`src/rtl/hex_display_pkg.sv`:
```
// Shared types and constants for the HEX display controller.
// Segment patterns are stored active-high as {g,f,e,d,c,b,a}.
package hex_display_pkg;

    typedef enum logic [1:0] {
        IDLE,
        CONVERT,
        COMMIT
    } state_e;

    localparam int unsigned MAX_DIGITS = 6;
    localparam logic [6:0]  SEG_BLANK  = 7'h00;

    // Index n holds the glyph for nibble n: 0-9, A, b, C, d, E, F.
    localparam logic [15:0][6:0] SEG7_GLYPH = {
        7'h71, 7'h79, 7'h5E, 7'h39, 7'h7C, 7'h77, 7'h6F, 7'h7F,
        7'h07, 7'h7D, 7'h6D, 7'h66, 7'h4F, 7'h5B, 7'h06, 7'h3F
    };

    function automatic logic [6:0] seg_polarity(input logic [6:0] seg, input logic active_low);
        return active_low ? ~seg : seg;
    endfunction

endpackage

```
`src/rtl/hex7seg_decode.sv`:
```
// Combinational nibble-to-segment decoder with blanking and output polarity.
module hex7seg_decode
    import hex_display_pkg::*;
#(
    parameter bit ACTIVE_LOW = 1'b1
) (
    input  logic [3:0] i_nibble,
    input  logic       i_blank,
    output logic [6:0] o_seg
);

    logic [6:0] w_pattern;

    always_comb begin
        w_pattern = i_blank ? SEG_BLANK : SEG7_GLYPH[i_nibble];
        o_seg     = seg_polarity(w_pattern, ACTIVE_LOW);
    end

endmodule

```
`src/rtl/hex_display_ctrl.sv`:
```
// Two-requester round-robin front end for the six HEX displays: decodes one digit
// per cycle into a shadow bank, then updates every display on the same edge.
module hex_display_ctrl
    import hex_display_pkg::*;
#(
    parameter int unsigned NUM_DIGITS = 6,
    parameter bit          ACTIVE_LOW = 1'b1
) (
    input  logic                    clk_clk,
    input  logic                    reset_reset,
    input  logic                    req0_valid,
    input  logic [4*NUM_DIGITS-1:0] req0_data,
    input  logic                    req0_blank_lz,
    output logic                    req0_ready,
    input  logic                    req1_valid,
    input  logic [4*NUM_DIGITS-1:0] req1_data,
    input  logic                    req1_blank_lz,
    output logic                    req1_ready,
    output logic                    busy,
    output logic                    last_grant,
    output logic [6:0]              hex0,
    output logic [6:0]              hex1,
    output logic [6:0]              hex2,
    output logic [6:0]              hex3,
    output logic [6:0]              hex4,
    output logic [6:0]              hex5
);

    localparam int unsigned DW        = 4 * NUM_DIGITS;
    localparam logic [2:0]  DIGIT_TOP = 3'(NUM_DIGITS - 1);
    localparam logic [6:0]  BLANK_OUT = seg_polarity(SEG_BLANK, ACTIVE_LOW);

    state_e      r_state;
    state_e      w_state_next;
    logic        r_last_grant;
    logic [DW-1:0] r_data;
    logic        r_lz_active;
    logic [2:0]  r_digit;
    logic [6:0]  r_shadow [MAX_DIGITS];
    logic [6:0]  r_hex    [MAX_DIGITS];

    logic        w_idle;
    logic        w_grant;
    logic        w_accept;
    logic [3:0]  w_nibble;
    logic        w_blank;
    logic [6:0]  w_seg;

    // Arbitration: a lone requester wins; on contention the one not served last wins.
    always_comb begin
        w_idle     = (r_state == IDLE) && !reset_reset;
        w_grant    = (req0_valid && req1_valid) ? ~r_last_grant : req1_valid;
        w_accept   = w_idle && (req0_valid || req1_valid);
        req0_ready = w_accept && !w_grant;
        req1_ready = w_accept && w_grant;
    end

    always_comb begin
        w_state_next = r_state;
        unique case (r_state)
            IDLE:    if (w_accept) w_state_next = CONVERT;
            CONVERT: if (r_digit == 3'd0) w_state_next = COMMIT;
            COMMIT:  w_state_next = IDLE;
            default: w_state_next = IDLE;
        endcase
    end

    always_ff @(posedge clk_clk or posedge reset_reset) begin
        if (reset_reset) begin
            r_state <= IDLE;
        end else begin
            r_state <= w_state_next;
        end
    end

    // Leading-zero blanking stays armed until the first non-zero digit; hex0 always shows.
    always_comb begin
        w_nibble = r_data[{r_digit, 2'b00} +: 4];
        w_blank  = r_lz_active && (w_nibble == 4'h0) && (r_digit != 3'd0);
    end

    hex7seg_decode #(
        .ACTIVE_LOW (ACTIVE_LOW)
    ) u_decode (
        .i_nibble (w_nibble),
        .i_blank  (w_blank),
        .o_seg    (w_seg)
    );

    always_ff @(posedge clk_clk or posedge reset_reset) begin
        if (reset_reset) begin
            r_last_grant <= 1'b1;
            r_data       <= '0;
            r_lz_active  <= 1'b0;
            r_digit      <= 3'd0;
            for (int k = 0; k < MAX_DIGITS; k++) begin
                r_shadow[k] <= BLANK_OUT;
                r_hex[k]    <= BLANK_OUT;
            end
        end else begin
            if (w_accept) begin
                r_data       <= w_grant ? req1_data : req0_data;
                r_lz_active  <= w_grant ? req1_blank_lz : req0_blank_lz;
                r_last_grant <= w_grant;
                r_digit      <= DIGIT_TOP;
            end
            if (r_state == CONVERT) begin
                r_shadow[r_digit] <= w_seg;
                if (w_nibble != 4'h0) begin
                    r_lz_active <= 1'b0;
                end
                if (r_digit != 3'd0) begin
                    r_digit <= r_digit - 3'd1;
                end
            end
            if (r_state == COMMIT) begin
                for (int k = 0; k < MAX_DIGITS; k++) begin
                    r_hex[k] <= r_shadow[k];
                end
            end
        end
    end

    assign busy       = (r_state != IDLE);
    assign last_grant = r_last_grant;
    assign hex0       = r_hex[0];
    assign hex1       = r_hex[1];
    assign hex2       = r_hex[2];
    assign hex3       = r_hex[3];
    assign hex4       = r_hex[4];
    assign hex5       = r_hex[5];

endmodule

```
`config.mk`:
```
export PLATFORM = sky130hd
export DESIGN_NAME = hex_display_ctrl
export DESIGN_NICKNAME = d
export VERILOG_FILES = /design/src/rtl/hex_display_pkg.sv /design/src/rtl/hex7seg_decode.sv /design/src/rtl/hex_display_ctrl.sv
export SDC_FILE = /design/constraint.sdc
export NUM_CORES = 1
export LEC_CHECK = 0
export ABC_AREA = 0
export ABC_CLOCK_PERIOD_IN_PS = 5800
export CORE_ASPECT_RATIO = 0.5
export CORE_UTILIZATION = 52
export DETAILED_ROUTE_END_ITERATION = 12
export PLACE_DENSITY_LB_ADDON = 0.08
export SETUP_SLACK_MARGIN = 0.05
export SLEW_MARGIN = 0
export SYNTH_ARGS = -nofsm -noshare
export SYNTH_HDL_FRONTEND = slang
export SYNTH_SLANG_ARGS = --single-unit
```
`constraint.sdc`:
```
create_clock -name clk_clk -period 5.8 [get_ports clk_clk]
set_input_delay 1.74 -clock clk_clk [delete_from_list [all_inputs] [get_ports clk_clk]]
set_output_delay 1.74 -clock clk_clk [all_outputs]
set_load 0.01 [all_outputs]
```
# --- Yosys cells after proc, flatten, opt, wreduce, memory -nomap -nowiden ---
# Memory sizes are Yosys's and may differ from the RTL's.
# Cells that the tools add are included.
totals:
  in_bits: 54
  romBits: 112
  out_inout_bits: 46
  register_bits: 115
  n_memories: 1
classes:
  n_bitwise: 3
  n_eq_ne: 4
  n_addsub: 1
  muxes: 17
  magnitude_cmp: 3
  reduce_logical: 18
  shift: 1
memory_table:
  columns: ["memory", "words", "width", "read_ports", "rd_clocked_by_memory_dff", "write_ports", "line_no", "text"]
  rows:
  - ["(name not given)", 16, 7, 1, 0, 0, "hex7seg_decode.sv:15", "w_pattern = i_blank ? SEG_BLANK : SEG7_GLYPH[i_nibble];"]
ops:
  columns: ["operator", "n"]
  rows:
  - ["42-bit bitwise mux", 1]
  - ["24-bit 2-to-1 mux", 1]
  - ["24-bit by 6-bit indexed part select with 4-bit output", 1]
  - ["7-bit demux with 3-bit select", 1]
  - ["7-bit 2-to-1 mux", 3]
  - ["3-bit 2-to-1 mux", 3]
  - ["1-bit logical AND", 8]
  - ["7-bit inverter", 1]
  - ["4-bit by 5-bit < comparator with 1-bit output, second input constant", 1]
  - ["1-bit 2-to-1 mux", 5]
  - ["4-bit >= comparator, second input constant", 1]
  - ["4-bit zero test", 1]
  - ["4-bit by 1-bit < comparator with 1-bit output, second input constant", 1]
  - ["2-bit 2-to-1 mux", 2]
  - ["2-bit inequality test, second input constant", 2]
  - ["3-bit inverter with 4-bit output", 1]
  - ["2-bit case mux with 2 select lines", 1]
  - ["4-bit nonzero test", 1]
  - ["3-bit zero test", 1]
  - ["3-bit nonzero test", 1]
  - ["3-bit by 1-bit subtractor with 3-bit output, second input constant", 1]
  - ["2-bit by 1-bit == test with 1-bit output, second input constant", 1]
  - ["2-bit == test, second input constant", 1]
  - ["1-bit zero test", 2]
  - ["5 further kinds", 5]

# --- Depth between registers and ports, before layout ---
# Gate-level depths: netlist (run 1).
logic_depth:
  ltp_word: 7
  ltp_mapped: 11
  ltp_nobuf: 9

# --- Hierarchy ---
# A second synthesis (run 1) with hierarchy kept.
hier_totals:
  hier_cells: 368
  area_unflattened_um2: 5147.4
modules_own_cells:
  columns: ["mod", "n_inst", "cells_each", "area_per_inst_um2"]
  rows:
  - ["hex_display_ctrl", 1, 328, 4819.6]
  - ["hex7seg_decode", 1, 40, 327.8]

# --- Worst setup path before layout (run 1) ---
# OpenSTA, ideal clock, no wires.
synth_path:
  path_type: "input-to-output"
  from: "in req1_valid"
  to: "out req0_ready"
  path_stages: 4
  setup_slack_ns: 1.363
  n_path_buf: 2
  t_arrival_ns: 2.697
  cell_sequence: "a21boi_0 -> buf_2 -> buf_1 -> nor2_1"
synth_between:
  elab_chain_cells: 4
  elab_cells_between_ends: 6
  classes_between: "mux (1); reduce/logical (5)"
synth_lines:
  columns: ["item", "line_no", "text"]
  rows:
  - ["start, declared", "hex_display_ctrl.sv:15", "input logic req1_valid,"]
  - ["1-bit logical AND", "hex_display_ctrl.sv:52", "w_grant = (req0_valid && req1_valid) ? ~r_last_grant : req1_valid;"]
  - ["1-bit 2-to-1 mux", "hex_display_ctrl.sv:52", null]
  - ["1-bit zero test", "hex_display_ctrl.sv:54", "req0_ready = w_accept && !w_grant;"]
  - ["1-bit logical AND (*)", "hex_display_ctrl.sv:54", null]
  - ["end, declared", "hex_display_ctrl.sv:14", "output logic req0_ready,"]
# Every way passes the cells marked *; elsewhere a longest branch is shown, timed or not.

# --- Final worst setup path (run 1) ---
layout_path:
  from: "in reset_reset"
  to: "out req1_ready"
layout_between:
  elab_chain_cells: 4
layout_lines:
  columns: ["item", "line_no", "text"]
  rows:
  - ["start, declared", "hex_display_ctrl.sv:10", "input logic reset_reset,"]
  - ["1-bit zero test (no source line)", null, null]
  - ["1-bit logical AND", "hex_display_ctrl.sv:51", "w_idle = (r_state == IDLE) && !reset_reset;"]
  - ["1-bit logical AND", "hex_display_ctrl.sv:53", "w_accept = w_idle && (req0_valid || req1_valid);"]
  - ["1-bit logical AND", "hex_display_ctrl.sv:55", "req1_ready = w_accept && w_grant;"]
  - ["end, declared", "hex_display_ctrl.sv:18", "output logic req1_ready,"]
# No other way between the ends.

==> PnR_summary.wiki, run 1 <==
{| class="wikitable"
! Metric !! Value
|-
| Final clock period utilization by the worst path || 0.8889
|-
| Clock-pin slew on the worst setup and hold paths || 0.05 ns
|-
| Post-cts sizing count || 0
|-
| Post-Synthesis Net Count || 510
|-
| Global-route total usage across every layer || 0.2378
|-
| Post CTS Setup Buffer Count || 0
|-
| CP Data Arrival Time || 3.42 ns
|-
| Wire length reported by the detailed router || 11.47 mm
|-
| Post-placement setup slack || 0.6470 ns
|-
| Avg Synthesized Cell Area || 11.92 µm²
|-
| Synthesis warning total || 0
|-
| Max-cap check violation count || 0
|-
| Final critical delay including setup and external delays || 5.156 ns
|-
| Design Power || 4.357 mW
|-
| Share of the core filled with cells in the final layout || 0.7230
|-
| FP Rows || 25
|-
| Classification of the worst-slack hold path || flip-flop to flip-flop
|-
| Avg Vias per Cell || 5.455
|-
| Sink count of the clock tree || 115
|-
| Fraction of layout instances using a drive strength above 1 || 0.3483
|-
| Antenna fix cells || 0
|-
| Count of different cell masters after synthesis || 46
|-
| Global-route wire length before repair || 18.98 mm
|-
| Number of standard cells after synthesis || 448
|-
| Detailed-router iteration count before antenna repair || 5
|-
| Combinational cell fraction of total power || 0.412
|-
| Final net count || 607
|-
| Final sum of negative setup slack || 0 ns
|-
| Critical-path top delay cell || sky130_fd_sc_hd__clkdlybuf4s50_1
|-
| Routed wirelength normalized by instance count || 16.58 µm
|-
| Peak supply drop || 0.0002788 V
|-
| Quantity of I/O buffers inserted on ports || 99
|-
| Placed wire-length estimate || 7.793 mm
|-
| Share of synthesized area occupied by flip-flops and latches || 0.5587
|-
| Run status || completed
|-
| Measured slew at the worst slew-check pin || 1.103 ns
|-
| Max Transition Viols Final || 0
|-
| CTS hold repair buffers || 0
|-
| Worst hold slack || 0.4693 ns
|-
| Top-level port count || 100
|-
| Clock tree from TritonCTS || done
|-
| Area Overhead vs Synth || 31.25%
|-
| Initial Utilization || 0.5508
|-
| Cell depth of the worst hold path || 2
|-
| Starting DRC count in detailed routing || 191
|-
| Die Outline Area || 10710 µm²
|-
| Critical path data required time || 4.06 ns
|-
| Overflow after GRT || 0
|-
| Post-route DRC violation count || 0
|-
| Routability-driven placement congestion ratio || 0.8940
|-
| Reg2reg path depth || 8
|-
| Worst setup margin || 0.6444 ns
|-
| Share of total power consumed by net switching || 0.3621
|-
| FFs w/ async S/R, synth || 1.000
|-
| Vias || 3775
|-
| Worst Setup Path Type || primary input to output pin
|-
| Count of endpoints failing hold in the final timing report || 0
|-
| CP dominant cell by count || sky130_fd_sc_hd__clkdlybuf4s50_1
|-
| # fillers || 725
|-
| Kind of launch point of the worst setup path || primary input
|-
| Maximum fanout encountered on the critical timing path || 9
|-
| CTS root buf || sky130_fd_sc_hd__clkbuf_16
|-
| Number of clock buffers inserted by TritonCTS || 17
|-
| Die H || 73.67 µm
|-
| Leak || 2.946 nW
|-
| Antenna violations before repair || 0
|-
| Sequential fraction of design power || 0.367
|-
| Worst slew margin || 0.2578
|-
| Largest net degree at the start of global routing || 50
|-
| ANT nets after route || 0
|-
| Register bit count reported by yosys || 115
|-
| Number of enable flip-flop cells after synthesis || 0
|-
| Power density of the placed cells || 621.5 nW/µm²
|-
| RSZ-0062 raised after global routing || no
|-
| Flip-flop cell with the highest count after synthesis || sky130_fd_sc_hd__dfstp_2
|-
| Core footprint || 9697 µm²
|-
| Net load switching power || 1.578 mW
|-
| Sequence of cells on the critical path || clkdlybuf4s50_1 -> nor3_1 -> o21ai_4 -> nor2b_1 -> clkdlybuf4s50_1
|-
| Power share of the clock group || 0.221
|-
| Critical Path Max Stage Delay || 0.56 ns
|-
| Number of global-route vias before repair || 3691
|-
| Insertion delay to the later sink of the worst-skew pair || 0.41 ns
|-
| Internal Dissipation || 2.779 mW
|-
| Number of endpoints failing setup at the final stage || 0
|-
| Fmax achieved || 0.1940 GHz
|-
| Die Wd || 145.3 µm
|-
| Post-synthesis instance area || 5341 µm²
|-
| Setup Skew || 0.008155 ns
|-
| Maximum buffer depth of the clock tree || 2
|-
| Nature of the critical path endpoint || output pin
|-
| CTS HTree Levels || 4
|}
==> state kept, by name, summed over array words and instances, names as in the netlist <==
name / flops
r_state: 2
hex5: 7
r_digit: 3
hex1: 7
hex2: 7
hex4: 7
r_shadow: 42
r_data: 24
r_lz_active: 1
last_grant: 1
hex0: 7
hex3: 7
==> area by class of cell <==
type | count | area, µm² | share of cell area
multi-input cells | 299 | 2242 | 0.3198
inverters | 9 | 36.28 | 0.005176
clock inverters | 7 | 45.04 | 0.006425
flip-flops and latches | 115 | 2984 | 0.4257
repair buffers | 103 | 1021 | 0.1456
clock buffers | 24 | 513.0 | 0.07318
well taps | 135 | 168.9 | 0.02409
==> cell usage in the layout (no fill, tap or decap), types with 9 or more instances in the layout <==
cell type | synthesis | final
sky130_fd_sc_hd__clkdlybuf4s50_1 | 0 | 99
sky130_fd_sc_hd__dfstp_2 | 85 | 85
sky130_fd_sc_hd__mux2_2 | 61 | 61
sky130_fd_sc_hd__nand2_1 | 53 | 53
sky130_fd_sc_hd__o21ai_0 | 38 | 37
sky130_fd_sc_hd__mux2i_1 | 31 | 31
sky130_fd_sc_hd__dfrtp_1 | 30 | 30
sky130_fd_sc_hd__clkbuf_16 | 0 | 18
sky130_fd_sc_hd__nand3_1 | 15 | 15
sky130_fd_sc_hd__nor2_1 | 15 | 15
sky130_fd_sc_hd__a21oi_1 | 9 | 9
==> metal layers <==
metal  vias up  routed length, µm  track usage  share of wire
met3        11                780      0.07764          0.068
met1      1822               5414       0.3139           0.47
met2       142               5172       0.3809           0.45
li1       1800                  -            -              -
met4         0                105      0.06901         0.0092
met5         -                  0            0              0
==> synth_stat cells, drive strengths merged (3+ instances only) <==
cell / count / area share
ha: 8 / 0.019
nand4b: 3 / 0.0049
nor2b: 3 / 0.0035
dfrtp: 30 / 0.14
clkbuf: 18 / 0.013
nand3: 16 / 0.016
and3: 3 / 0.0035
nand2b: 4 / 0.0047
dfstp: 85 / 0.42
a31oi: 6 / 0.0070
or3: 6 / 0.0070
inv: 8 / 0.0056
or2: 3 / 0.0035
nand4: 3 / 0.0035
mux2i: 31 / 0.058
o31ai: 8 / 0.014
o211ai: 4 / 0.0056
nand2: 53 / 0.037
nor2: 15 / 0.011
buf: 7 / 0.0073
nor3: 3 / 0.0028
mux2: 61 / 0.13
o21ai: 39 / 0.037
a21oi: 9 / 0.0084
==> path summary, 6_finish.rpt <==
kind                       slack [ns]                       end                      from
max reg2reg                      2.38  r_shadow[31]$_DFFE_PP1P_      r_digit[0]$_DFF_PP0_
min                              0.47  r_shadow[29]$_DFFE_PP1P_  r_shadow[29]$_DFFE_PP1P_
max                              0.64                req1_ready               reset_reset
min in group asynchronous        1.64    r_state[0]$_DFFE_PP0P_               reset_reset
min reg2reg                      0.47  r_shadow[29]$_DFFE_PP1P_  r_shadow[29]$_DFFE_PP1P_
max in group asynchronous        3.27     r_data[6]$_DFFE_PP0P_               reset_reset
==> per-stage QoR <==
stage | std cells | instance area, µm²
6_report | 692 | 7010
5_1_grt | 692 | 7010
4_1_cts | 692 | 7010
3_5_place_dp | 661 | 6452
3_3_place_gp | 661 | 6452
2_1_floorplan | 448 | 5341
==> worst max-delay path, delay by kind of cell <==
| kind | cells | cell delay, ns |
|---|---|---|
| AOI/OAI and AO/OA | 1 | 0.16 |
| and+or+nand+nor | 2 | 0.49 |
| buffers and inverters | 2 | 1.02 |
==> cell families after synthesis <==
logic type | share of synthesized area
flops | 0.5587
buf+inv | 0.02623
simple gates | 0.1007
compound gates | 0.1047
fa+ha+maj | 0.01874
mux | 0.1909
==> power groups by stage <==
stage / Combinational (mW) / Sequential, mW / Clock, mW
2_1_floorplan: 1.13 / 1.57 / 0
3_3_place_gp: 1.74 / 1.59 / 0
3_5_place_dp: 1.77 / 1.61 / 0
4_1_cts: 1.79 / 1.60 / 0.976
5_1_grt: 1.96 / 1.66 / 1.02
6_report: 1.79 / 1.60 / 0.963
No activity file was read; power rests on OpenSTA's default activity.
==> run 2: changes to the inputs <==
--- a/config.mk
+++ b/config.mk
@@ -7,9 +7,10 @@
 export LEC_CHECK = 0
 export ABC_AREA = 0
 export ABC_CLOCK_PERIOD_IN_PS = 5800
-export CORE_ASPECT_RATIO = 0.5
+export CORE_ASPECT_RATIO = 0.75
 export CORE_UTILIZATION = 52
 export DETAILED_ROUTE_END_ITERATION = 12
+export MAX_ROUTING_LAYER = met4
 export PLACE_DENSITY_LB_ADDON = 0.08
 export SETUP_SLACK_MARGIN = 0.05
 export SLEW_MARGIN = 0
==> PnR_summary.wiki, run 2 (synthesis gave the netlist of run 1 again) <==
{| class="wikitable"
! Metric !! Value
|-
| Final clock period utilization by the worst path || 0.9113 (was 0.8889)
|-
| Insertion delay to the later sink of the worst-skew pair || 0.41 ns (about the same)
|-
| Measured slew at the worst slew-check pin || 1.059 ns (was 1.103 ns)
|-
| Detailed-router iteration count before antenna repair || 4 (was 5)
|-
| Count of endpoints failing hold in the final timing report || 0 (unchanged)
|-
| Overflow after GRT || 0 (unchanged)
|-
| Starting DRC count in detailed routing || 363 (was 191)
|-
| ANT nets after route || 0 (unchanged)
|-
| Global-route total usage across every layer || 0.2511 (was 0.2378)
|-
| GR Layer Usage met2 || 0.3508 (was 0.3809)
|-
| Die H || 89.77 µm (was 73.67 µm)
|-
| Clock tree from TritonCTS || done (unchanged)
|-
| Worst slew margin || 0.2942 (was 0.2578)
|-
| GR met1 Demand/Resource || 0.3486 (was 0.3139)
|-
| Die Outline Area || 10690 µm² (was 10710 µm²)
|-
| Number of endpoints failing setup at the final stage || 0 (unchanged)
|-
| CTS HTree Levels || 4 (unchanged)
|-
| Post-Layout Inst Area || 7071 µm² (was 7010 µm²)
|-
| Avg Vias per Cell || 5.527 (was 5.455)
|-
| Combinational cell fraction of total power || 0.402 (was 0.412)
|-
| Vias || 3819 (was 3775)
|-
| Maximum buffer depth of the clock tree || 2 (unchanged)
|-
| CP dominant cell by count || sky130_fd_sc_hd__clkdlybuf4s50_1 (unchanged)
|-
| Final sum of negative setup slack || 0 ns (unchanged)
|-
| Routability-driven placement congestion ratio || 0.9248 (was 0.8940)
|-
| Initial Utilization || 0.5443 (was 0.5508)
|-
| Sink count of the clock tree || 115 (unchanged)
|-
| Buffering stage count on the worst path with inverters included || 2 (unchanged)
|-
| Max Transition Viols Final || 0 (unchanged)
|-
| Largest register by flop count || r_shadow (unchanged)
|-
| Largest registers || r_shadow (42), r_data (24) (unchanged)
|-
| CTS hold repair buffers || 0 (unchanged)
|-
| Post CTS Setup Buffer Count || 0 (unchanged)
|-
| Placed wire-length estimate || 8.139 mm (was 7.793 mm)
|-
| Critical Path Max Stage Delay || 0.61 ns (was 0.56 ns)
|-
| Post-cts sizing count || 0 (unchanged)
|-
| Kind of launch point of the worst setup path || primary input (unchanged)
|-
| Peak supply drop || 0.0004046 V (was 0.0002788 V)
|-
| Nature of the critical path endpoint || output pin (unchanged)
|-
| Area Overhead vs Synth || 32.37% (was 31.25%)
|-
| Classification of the worst-slack hold path || flip-flop to flip-flop (unchanged)
|-
| Leading cell type in the layout, fill and taps excluded || sky130_fd_sc_hd__clkdlybuf4s50_1 (unchanged)
|-
| Net load switching power || 1.575 mW (was 1.578 mW)
|-
| RSZ-0062 raised after global routing || no (unchanged)
|-
| Fraction of layout instances using a drive strength above 1 || 0.3506 (was 0.3483)
|-
| Worst Setup Path Type || primary input to output pin (unchanged)
|-
| Largest register FFs || 42 (unchanged)
|-
| Top cell family by delay on the critical path || buffers and inverters (unchanged)
|-
| Number of clock buffers inserted by TritonCTS || 17 (unchanged)
|-
| Post-route DRC violation count || 0 (unchanged)
|-
| Run status || completed (unchanged)
|-
| Critical path data required time || 4.06 ns (about the same)
|-
| Max-cap check violation count || 0 (unchanged)
|-
| Power density of the placed cells || 631.3 nW/µm² (was 621.5 nW/µm²)
|-
| Leak || 2.980 nW (was 2.946 nW)
|-
| Routed wirelength normalized by instance count || 16.91 µm (was 16.58 µm)
|-
| Die Wd || 119.0 µm (was 145.3 µm)
|-
| Wire length reported by the detailed router || 11.68 mm (was 11.47 mm)
|-
| Antenna violations before repair || 0 (unchanged)
|-
| Fmax achieved || 0.1892 GHz (was 0.1940 GHz)
|-
| Dpl cell area || 6456 µm² (was 6452 µm²)
|-
| CP Data Arrival Time || 3.55 ns (was 3.42 ns)
|-
| Most frequent cells in the layout || sky130_fd_sc_hd__clkdlybuf4s50_1 (99), sky130_fd_sc_hd__dfstp_2 (85), sky130_fd_sc_hd__mux2_2 (61) (unchanged)
|-
| Sequence of cells on the critical path || clkdlybuf4s50_1 -> nor3_1 -> o21ai_4 -> nor2_1 -> clkdlybuf4s50_1 (was clkdlybuf4s50_1 -> nor3_1 -> o21ai_4 -> nor2b_1 -> clkdlybuf4s50_1)
|-
| Top-level port count || 100 (unchanged)
|-
| Final critical delay including setup and external delays || 5.286 ns (was 5.156 ns)
|-
| Quantity of I/O buffers inserted on ports || 99 (unchanged)
|-
| Share of total power consumed by net switching || 0.3528 (was 0.3621)
|-
| # fillers || 673 (was 725)
|-
| Busiest layer in global routing || met2 (unchanged)
|-
| Clock-pin slew on the worst setup and hold paths || 0.05 ns (about the same)
|-
| Sequential fraction of design power || 0.360 (was 0.367)
|-
| CTS root buf || sky130_fd_sc_hd__clkbuf_16 (unchanged)
|-
| Power share of the clock group || 0.238 (was 0.221)
|-
| Met3 capacity usage during global routing || 0.06282 (was 0.07764)
|-
| Critical-path top delay cell || sky130_fd_sc_hd__clkdlybuf4s50_1 (unchanged)
|-
| Largest net degree at the start of global routing || 56 (was 50)
|-
| Global-route wire length before repair || 19.73 mm (was 18.98 mm)
|-
| FP Rows || 31 (was 25)
|-
| Core footprint || 9813 µm² (was 9697 µm²)
|-
| Maximum fanout encountered on the critical timing path || 15 (was 9)
|-
| Antenna fix cells || 0 (unchanged)
|-
| Final net count || 608 (was 607)
|-
| Internal Dissipation || 2.889 mW (was 2.779 mW)
|-
| Setup Skew || 0.008506 ns (was 0.008155 ns)
|-
| Number of global-route vias before repair || 3828 (was 3691)
|}
[run 2: stage by stage]
| stage | util | power [mW] | worst slack, ns | hold WS (ns) | cells |
|---|---|---|---|---|---|
| 2_1_floorplan | - | 2.704 | 1.157 | 0.4444 | 448 |
| 3_3_place_gp | 0.6579 | 3.328 | 0.4986 | 0.4609 | 659 |
| 3_5_place_dp | 0.6579 | 3.388 | 0.4905 | 0.4657 | 659 |
| 4_1_cts | 0.7205 | 4.480 | 0.4905 | 0.4763 | 691 |
| 5_1_grt | 0.7205 | 4.732 | 0.3811 | 0.4850 | 691 |
| 6_report | 0.7205 | 4.463 | 0.5144 | 0.4719 | 691 |
[run 2: power by group through the flow]
stage          Sequential [mW]  Clock (mW)  Combinational, mW
2_1_floorplan             1.57           0               1.13
3_3_place_gp              1.59           0               1.74
3_5_place_dp              1.61           0               1.78
4_1_cts                   1.61        1.08               1.79
5_1_grt                   1.66        1.11               1.96
6_report                  1.61        1.06               1.79
[run 2: layer usage]
layer	vias up	routed length [µm]	part of all wire
met2	110	5300	0.45
li1	1805	-	-
met1	1882	5458	0.47
met5	-	0	0
met3	22	702	0.060
met4	0	224	0.019
[run 2: cell type report]
| class | count | area (µm²) | share of cell area |
|---|---|---|---|
| Clock buffer | 23 | 488.0 | 0.06901 |
| Clock inverter | 9 | 126.4 | 0.01787 |
| Inverter | 9 | 36.28 | 0.005132 |
| Multi-Input combinational cell | 299 | 2242 | 0.3171 |
| Sequential cell | 115 | 2984 | 0.4220 |
| Tap cell | 132 | 165.2 | 0.02336 |
| Timing Repair Buffer | 104 | 1028 | 0.1455 |
[run 2: worst paths after layout]
kind                                            start                       end  slack, ns  cells past startpoint
worst min register to register  r_data[8]$_DFFE_PP0P_     r_data[8]$_DFFE_PP0P_       0.47                      2
max in group asynchronous                 reset_reset  r_shadow[15]$_DFFE_PP1P_       3.20                      3
worst max register to register   r_digit[0]$_DFF_PP0_  r_shadow[19]$_DFFE_PP1P_       2.30                      9
worst max-delay path                      reset_reset                req0_ready       0.51                      5
min in group asynchronous                 reset_reset    r_data[23]$_DFFE_PP0P_       1.66                      2
worst min-delay path            r_data[8]$_DFFE_PP0P_     r_data[8]$_DFFE_PP0P_       0.47                      2
[run 2: tightest hold or removal path, cell delays in order, from the launching register on]
cell	delay (ns)
sky130_fd_sc_hd__dfrtp_1	0.33
sky130_fd_sc_hd__nand2_1	0.04
sky130_fd_sc_hd__o21ai_0	0.06
==> run 3: changes to the inputs <==
--- a/config.mk
+++ b/config.mk
@@ -6,9 +6,9 @@
 export NUM_CORES = 1
 export LEC_CHECK = 0
 export ABC_AREA = 0
-export ABC_CLOCK_PERIOD_IN_PS = 5800
+export ABC_CLOCK_PERIOD_IN_PS = 4800
 export CORE_ASPECT_RATIO = 0.75
-export CORE_UTILIZATION = 52
+export CORE_UTILIZATION = 47
 export DETAILED_ROUTE_END_ITERATION = 12
 export MAX_ROUTING_LAYER = met4
 export PLACE_DENSITY_LB_ADDON = 0.08
==> constraint.sdc (replaced) <==
create_clock -name clk_clk -period 4.8 [get_ports clk_clk]
set_input_delay 1.44 -clock clk_clk [delete_from_list [all_inputs] [get_ports clk_clk]]
set_output_delay 1.44 -clock clk_clk [all_outputs]
set_load 0.01 [all_outputs]
==> PnR_summary.wiki, run 3 (synthesis gave the netlist of run 1 again) <==
{| class="wikitable"
! Metric !! Value
|-
| Run status || finished with violations (was completed)
|-
| Failing checks || design-rule violations
|-
| Antenna fix cells || 0 (unchanged)
|-
| Largest registers || r_shadow (42), r_data (24) (unchanged)
|-
| Clock-pin slew on the worst setup and hold paths || 0.05 ns (about the same)
|-
| Worst setup margin || 0.1233 ns (was 0.5144 ns)
|-
| Worst slew margin || 0.2966 (was 0.2942)
|-
| Classification of the worst-slack hold path || flip-flop to flip-flop (unchanged)
|-
| Die Outline Area || 11800 µm² (was 10690 µm²)
|-
| CTS hold repair buffers || 0 (unchanged)
|-
| Number of global-route vias before repair || 3733 (was 3828)
|-
| Reg2reg path depth || 9 (unchanged)
|-
| CP dominant cell by count || sky130_fd_sc_hd__clkdlybuf4s50_1 (unchanged)
|-
| Maximum buffer depth of the clock tree || 2 (unchanged)
|-
| CTS HTree Levels || 4 (unchanged)
|-
| Largest register FFs || 42 (unchanged)
|-
| Area Overhead vs Synth || 32.47% (was 32.37%)
|-
| Overflow after GRT || 0 (unchanged)
|-
| End point of the most critical hold path || r_shadow[14]$_DFFE_PP1P_ (was r_data[8]$_DFFE_PP0P_)
|-
| Cell depth of the worst hold path || 2 (unchanged)
|-
| Post-placement setup slack || 0.1481 ns (was 0.4905 ns)
|-
| Largest net degree at the start of global routing || 66 (was 56)
|-
| Post CTS Setup Buffer Count || 0 (unchanged)
|-
| Kind of launch point of the worst setup path || primary input (unchanged)
|-
| Power density of the placed cells || 759.7 nW/µm² (was 631.3 nW/µm²)
|-
| Core footprint || 10980 µm² (was 9813 µm²)
|-
| Post-route DRC violation count || 14 (was 0)
|-
| Most frequent cells in the layout || sky130_fd_sc_hd__clkdlybuf4s50_1 (99), sky130_fd_sc_hd__dfstp_2 (85), sky130_fd_sc_hd__mux2_2 (61) (unchanged)
|-
| Final net count || 607 (was 608)
|-
| RSZ-0062 raised after global routing || no (unchanged)
|-
| Flop-to-flop setup slack || 1.38 ns (was 2.30 ns)
|-
| Top cell family by delay on the critical path || buffers and inverters (unchanged)
|-
| Worst Setup Path Type || primary input to output pin (unchanged)
|-
| Placed wire-length estimate || 8.215 mm (was 8.139 mm)
|-
| Sequence of cells on the critical path || clkdlybuf4s50_1 -> nor3_1 -> o21ai_4 -> nor2_1 -> clkdlybuf4s50_1 (unchanged)
|-
| Initial Utilization || 0.4863 (was 0.5443)
|-
| Final sum of negative setup slack || 0 ns (unchanged)
|-
| FP Rows || 33 (was 31)
|-
| Global-route total usage across every layer || 0.2207 (was 0.2511)
|-
| Final critical delay including setup and external delays || 4.677 ns
|-
| Top-level port count || 100 (unchanged)
|-
| Maximum fanout encountered on the critical timing path || 4 (was 15)
|-
| Critical-path top delay cell || sky130_fd_sc_hd__clkdlybuf4s50_1 (unchanged)
|-
| Routed wirelength normalized by instance count || 16.71 µm (was 16.91 µm)
|-
| Clock tree from TritonCTS || done (unchanged)
|-
| Min-Delay Startpoint || r_shadow[14]$_DFFE_PP1P_ (was r_data[8]$_DFFE_PP0P_)
|-
| Post-cts sizing count || 0 (unchanged)
|-
| Routability-driven placement congestion ratio || 0.8972 (was 0.9248)
|-
| Die H || 94.32 µm (was 89.77 µm)
|-
| Measured slew at the worst slew-check pin || 1.045 ns (was 1.059 ns)
|-
| Vias || 3788 (was 3819)
|-
| Number of clock buffers inserted by TritonCTS || 17 (unchanged)
|-
| ANT nets after route || 0 (unchanged)
|-
| Critical Path Max Stage Delay || 0.62 ns (was 0.61 ns)
|-
| Leading cell type in the layout, fill and taps excluded || sky130_fd_sc_hd__clkdlybuf4s50_1 (unchanged)
|-
| Worst r2r src || r_digit[1]$_DFF_PP0_ (was r_digit[0]$_DFF_PP0_)
|-
| Wire length reported by the detailed router || 11.67 mm (was 11.68 mm)
|-
| Detailed-router iteration count before antenna repair || 8 (was 4)
|-
| Antenna violations before repair || 0 (unchanged)
|-
| Endpoint of the most critical register-to-register path || r_shadow[6]$_DFFE_PP1P_ (was r_shadow[19]$_DFFE_PP1P_)
|-
| Insertion delay to the later sink of the worst-skew pair || 0.40 ns (was 0.41 ns)
|-
| Starting DRC count in detailed routing || 244 (was 363)
|-
| Leak || 2.972 nW (was 2.980 nW)
|-
| Critical path data required time || 3.36 ns (was 4.06 ns)
|-
| Largest register by flop count || r_shadow (unchanged)
|-
| Fmax achieved || 0.2138 GHz
|-
| Final clock period utilization by the worst path || 0.9743
|-
| Count of endpoints failing hold in the final timing report || 0 (unchanged)
|-
| Nature of the critical path endpoint || output pin (unchanged)
|-
| Quantity of I/O buffers inserted on ports || 99 (unchanged)
|-
| Avg Vias per Cell || 5.427 (was 5.527)
|-
| Buffering stage count on the worst path with inverters included || 2 (unchanged)
|-
| Setup Skew || 0.007032 ns (was 0.008506 ns)
|-
| Max-cap check violation count || 0 (unchanged)
|-
| Die Wd || 125.1 µm (was 119.0 µm)
|-
| CP Data Arrival Time || 3.24 ns (was 3.55 ns)
|-
| CTS root buf || sky130_fd_sc_hd__clkbuf_16 (unchanged)
|-
| Number of endpoints failing setup at the final stage || 0 (unchanged)
|-
| Fraction of layout instances using a drive strength above 1 || 0.3513 (was 0.3506)
|-
| Global-route wire length before repair || 19.15 mm (was 19.73 mm)
|-
| Peak supply drop || 0.0004248 V (was 0.0004046 V)
|-
| Sink count of the clock tree || 115 (unchanged)
|-
| Max Transition Viols Final || 0 (unchanged)
|}
==> run 3: layout make-up <==
cell class	instances	area, µm²
Multi-Input combinational cell	299	2242
Fill cell	878	3908
Clock inverter	11	122.6
Tap cell	140	175.2
Clock buffer	21	481.7
Sequential cell	115	2984
Inverter	9	36.28
Timing Repair Buffer	103	1033
==> run 3: per-stage QoR <==
step	hold slack [ns]	power, mW	cell area, µm²	instances	utilization
after detailed placement	0.4646	4.124	6471	666	0.5892
final	0.4685	5.376	7076	698	0.6442
after global placement	0.4618	4.069	6471	666	0.5892
after CTS	0.4711	5.413	7076	698	0.6442
after floorplan	0.4444	3.267	5341	448	-
after global routing	0.4852	5.708	7076	698	0.6442
==> run 3: where the power goes <==
part / leakage [nW] / switching, mW / internal [mW]
Sequential: 1.26 / 0.301 / 1.64
Clock: 0.295 / 0.436 / 0.823
Combinational: 1.42 / 1.19 / 0.987
==> run 3: worst max path at each step <==
stage / from / to / depth (start not counted)
final: reset_reset / req0_ready / 5
after global routing: reset_reset / req0_ready / 5
after CTS: reset_reset / req0_ready / 5
after detailed placement: reset_reset / req0_ready / 5
after global placement: reset_reset / req0_ready / 5
after floorplan: reset_reset / r_data[0]$_DFFE_PP0P_ / 1
==> run 3: metal layers <==
layer / up-vias / global-route usage / wire length (µm)
met2: 103 / 0.3147 / 5184
met4: 0 / 0.09553 / 140
met5: - / - / 0
met3: 18 / 0.04841 / 488
met1: 1849 / 0.3038 / 5852
li1: 1818 / - / -
==> run 3: tightest hold or removal path: cells and delay by family, from the launching register on <==
kind | cells | cell delay [ns]
DFF | 1 | 0.36
AOI/OAI and AO/OA | 1 | 0.05
and+or+nand+nor | 1 | 0.04
